==> src/rtl/seq_count_ctrl.sv <==
// Start-armed up-counter with latched terminal value, pause state and x-stall timeout.
// Optional AUTO_RESTART_EN: reload to 0 at terminal count and keep running instead of stopping.
//
// state | meaning
// ------+-------------------------------------------------------------
// IDLE  | waiting for s; count, g, err hold their last values
// RUN   | counting on every cycle x is high
// PAUSE | x went low; counting the stall towards the timeout abort
module seq_count_ctrl #(
  parameter int WIDTH    = 4,
  parameter int TIMEOUT  = 4,
  parameter int TO_WIDTH = 3
) (
  input  logic             clk,
  input  logic             clear,
  input  logic             s,
  input  logic             x,
  input  logic [WIDTH-1:0] term,
  output logic [WIDTH-1:0] count,
  output logic             g,
  output logic             err,
  output logic             busy,
  output logic [1:0]       state
);

  typedef enum logic [1:0] {
    IDLE  = 2'b00,
    RUN   = 2'b01,
    PAUSE = 2'b10
  } state_t;

  // to_cnt reaching TIMEOUT-1 in PAUSE means this x-low edge is the TIMEOUT-th one
  localparam logic [TO_WIDTH-1:0] TO_END = TO_WIDTH'(TIMEOUT - 1);

  state_t              state_q, state_d;
  logic [WIDTH-1:0]    count_d, term_q, term_d;
  logic                g_d, err_d;
  logic [TO_WIDTH-1:0] to_cnt, to_cnt_d;

  always_ff @(posedge clk) begin
    if (clear) begin
      state_q <= IDLE;
      count   <= '0;
      g       <= 1'b0;
      err     <= 1'b0;
      term_q  <= '0;
      to_cnt  <= '0;
    end else begin
      state_q <= state_d;
      count   <= count_d;
      g       <= g_d;
      err     <= err_d;
      term_q  <= term_d;
      to_cnt  <= to_cnt_d;
    end
  end

  always_comb begin
    state_d  = state_q;
    count_d  = count;
    g_d      = g;
    err_d    = err;
    term_d   = term_q;
    to_cnt_d = to_cnt;
    case (state_q)
      IDLE: begin
        if (s) begin
          count_d  = '0;
          g_d      = 1'b0;
          err_d    = 1'b0;
          term_d   = term;
          to_cnt_d = '0;
          state_d  = RUN;
        end
      end
      RUN: begin
        if (count == term_q) begin
          g_d = 1'b1;
`ifdef AUTO_RESTART_EN
          count_d = '0;
`else
          state_d = IDLE;
`endif
        end else begin
`ifdef AUTO_RESTART_EN
          g_d = 1'b0;
`endif
          if (x) begin
            count_d = count + 1'b1;
          end else begin
            to_cnt_d = TO_WIDTH'(1);
            state_d  = PAUSE;
          end
        end
      end
      PAUSE: begin
`ifdef AUTO_RESTART_EN
        g_d = 1'b0;
`endif
        if (x) begin
          count_d  = count + 1'b1;
          to_cnt_d = '0;
          state_d  = RUN;
        end else if (to_cnt == TO_END) begin
          err_d   = 1'b1;
          state_d = IDLE;
        end else begin
          to_cnt_d = to_cnt + 1'b1;
        end
      end
      default: state_d = IDLE;
    endcase
  end

  assign busy  = (state_q != IDLE);
  assign state = state_q;

endmodule

==> config.mk <==
export PLATFORM = sky130hd
export DESIGN_NAME = seq_count_ctrl
export DESIGN_NICKNAME = d
export VERILOG_FILES = /design/src/rtl/seq_count_ctrl.sv
export SDC_FILE = /design/constraint.sdc
export NUM_CORES = 1
export LEC_CHECK = 0
export ABC_AREA = 1
export BUFFER_PORTS_ARGS = -buffer_cell sky130_fd_sc_hd__buf_2
export CAP_MARGIN = 20
export CORE_MARGIN = 5
export CORE_UTILIZATION = 35
export DETAILED_ROUTE_END_ITERATION = 8
export GPL_TIMING_DRIVEN = 0
export PLACE_DENSITY = 0.61
export RECOVER_POWER = 25
export SETUP_SLACK_MARGIN = 0.4
export SYNTH_ARGS = -nofsm -noshare
export SYNTH_HDL_FRONTEND = slang
export SYNTH_SLANG_ARGS = --single-unit
==> constraint.sdc <==
create_clock -name clk -period 2.9 [get_ports clk]
set_input_delay 0 -clock clk [delete_from_list [all_inputs] [get_ports clk]]
set_output_delay 0 -clock clk [all_outputs]
set_load 0.1 [all_outputs]
==> run_results.csv <==
group,metric,value,unit
sta,final_max_slew_viol_count,0,
place,placed_area,0.001065,mm²
yosys,avgSynthCellArea,6.515,µm²
route,ant_nets,0,
final_layout,fin_area,0.001105,mm²
final_layout,synthToLayoutAreaGrowth,16.95,%
clocking,cts_buffers,3,
worst_setup_path,crit_buf_inv,1,
clocking,htree_levels,1,
final_layout,fin_nets,183,
final_layout,diodes,0,
place,finalWeightedCongestion,0.8102,
final_layout,finish.utilization,43.80,%
sta,hold_viol,0,
worst_setup_path,crit_family,"buffers and inverters",
sta,final.min_clock_period,1.579,ns
yosys,synth_edf_count,0,
clocking,clock-root-buffer,"clkbuf_4",
route,wire_per_inst,9.995,µm
die,start_util,37.45,%
worst_setup_path,crit_path_cell_trace,"clkbuf_1",
worst_setup_path,reg2reg_to,"count[0]",
route,remaining_drc_errors,0,
clocking,cts_tree,"built",
route,vias,894,
global_routing,grt_pass1_wl,3394,µm
yosys,syn_nets,160,
die,placementRows,18,
worst_setup_path,worstSetupEndpointType,"output pin",
worst_setup_path,worst-setup-path-type,"reg2out",
route,drtIter0Drc,53,
sta,rsz0062_at_grt,"no",
yosys,synth-seq-cells,15,
worst_setup_path,reg2reg_depth,11,
yosys,syn_area,944.7,µm²
global_routing,grt_overflow,0,
global_routing,grt_max_degree,11,
die,fp.dieW,61.95,µm
sta,worst_pin_slew,1.170,ns
yosys,async_reset_ff_share,0,%
run,drv_cap,0,
yosys,synthCells,145,
worst_setup_path,critPathArrivalTime,1.58,ns
worst_setup_path,slowest_delay,0.88,ns
clocking,clk_pin_slew,0.10,ns
sta,finClkSkew,0.001866,ns
worst_setup_path,r2r_slack,1.37,ns
worst_hold_path,holdPathStages,3,
run_status,status,"completed",
worst_setup_path,cp-start-kind,"flop",
worst_setup_path,reg2reg_from,"state[0]",
sta,hold-worst-slack,0.001334,ns
yosys,ys_seq_area_share,31.79,%
yosys,synthTopCellsByArea,"dfxtp_1 (32%), nand2_1 (13%), nor2_1 (9.9%), ha_1 (9.3%), inv_1 (6.8%)",
yosys,synthTopCellsByCount,"nand2_1 (33), nor2_1 (25), inv_1 (17)",
sta,maxSlewHeadroom,22.36,%
worst_hold_path,hold_class,"in2reg",
yosys,synth_cell_types,17,
yosys,ys_warn_count,0,
global_routing,antenna_found_initial,0,
die,ios,17,
yosys,yosysTopAreaCellShare,31.79,%
route,drt-total-wl,1969,µm
yosys,ys_dominant_reg_cell,"dfxtp_1",
yosys,synth_top_area_cell,"dfxtp_1",
worst_setup_path,critPathRequiredTime,2.90,ns
route,dr.pass1.iters,4,
sta,setup_tns,0,ns
worst_setup_path,slowest_stage,"clkbuf_1",
place,dpl.hpwl,1596,µm
clocking,clock_path_buffers,2,
die,coreArea,0.002522,mm²
die,dieArea,0.003838,mm²
yosys,synth.most_common_cell,"nand2_1",
final_layout,final_layout_size_suffix_gt1_share,20.96,%
clocking,clock-sinks,15,
global_routing,grt_pass1_vias,847,
route,routed_via_density,4.538,
worst_setup_path,crit_path_max_fanout,5,
worst_hold_path,min_from,"term[2]",
die,fp.dieH,61.95,µm
sta,setup_viol,0,
clocking,clk-insertion-delay-late,0.28,ns
sta,timing.fmax,0.6331,GHz
sta,period_share,54.46,%
place,portBuffers,16,
worst_hold_path,hold_end,"term_q[2]",
global_routing,grt_usage,11.82,%
==> worst max path at each step <==
stage / slack, ns / end / from / cells after the start
detailed placement: 1.39 / to_cnt[2] / state[0] / 9
finish: 1.32 / count[2] / count[2] / 1
CTS: 1.37 / to_cnt[2] / state[0] / 9
global route: 1.19 / count[0] / state[0] / 11
floorplan: 0.68 / count[0] / state[0] / 11
global placement: 1.41 / to_cnt[2] / state[0] / 9
==> state kept, by name, indices dropped and copies added (netlist names) <==
signal  count
count       4
err         1
g           1
state       2
term_q      4
to_cnt      3
==> cells in the final DEF (no fill, tap or decap) <==
cell,Yosys,routed
inv_2,7,7
ha_1,7,7
a21oi_2,2,2
o21ai_0,10,10
buf_2,1,11
clkinv_2,0,1
nand2_2,6,6
clkbuf_1,0,6
dlygate4sd3_1,0,2
dfxtp_1,15,13
inv_1,17,17
nand3_4,1,1
or2_0,1,1
a31oi_1,1,1
nor2_4,2,2
dfxtp_2,0,2
nor2_1,25,25
clkbuf_4,0,3
nand3_1,8,8
or2_1,1,1
a21oi_1,8,8
nand2_1,33,33
==> area by class of cell <==
type | count | area, µm²
Fill cell | 289 | 1418
Inverter | 24 | 90.09
Multi-Input combinational cell | 105 | 549.3
Clock buffer | 3 | 22.52
Timing Repair Buffer | 18 | 92.59
Sequential cell | 15 | 302.8
Tap cell | 30 | 37.54
Clock inverter | 1 | 5.005
Buffer | 1 | 5.005
==> routing by layer <==
| metal | vias to the layer above | part of all wire (%) | track usage (%) |
|---|---|---|---|
| li1 | 494 | - | - |
| met1 | 382 | 47 | 14.98 |
| met2 | 14 | 47 | 19.08 |
| met3 | 4 | 4.3 | 2.479 |
| met4 | 0 | 1.2 | 5.455 |
| met5 | - | 0 | 0 |
==> kinds of logic after synthesis <==
| group | after synthesis | share of synthesized area (%) |
|---|---|---|
| buffers and inverters | 25 | 10.07 |
| AND/OR/NAND/NOR | 77 | 36.82 |
| adder cells (fa/ha/maj) | 7 | 9.271 |
| flip-flops | 15 | 31.79 |
| AO/OA/AOI/OAI | 21 | 12.05 |
==> metrics by stage <==
stage | std cells | setup slack, ns
floorplan | 145 | 0.6762
global placement | 191 | 1.408
detailed placement | 191 | 1.392
CTS | 197 | 1.372
global route | 197 | 1.190
finish | 197 | 1.321
==> timing repair <==
item,in CTS,in global routing
hold buffers,2,0
endpoints found under the hold margin,3,0
gates resized for setup,0,0
buffers inserted,0,0
endpoints found under the setup margin,0,0
Power is not shown: default switching activity piles up to over one toggle a cycle in this logic, so the estimate is an artifact.
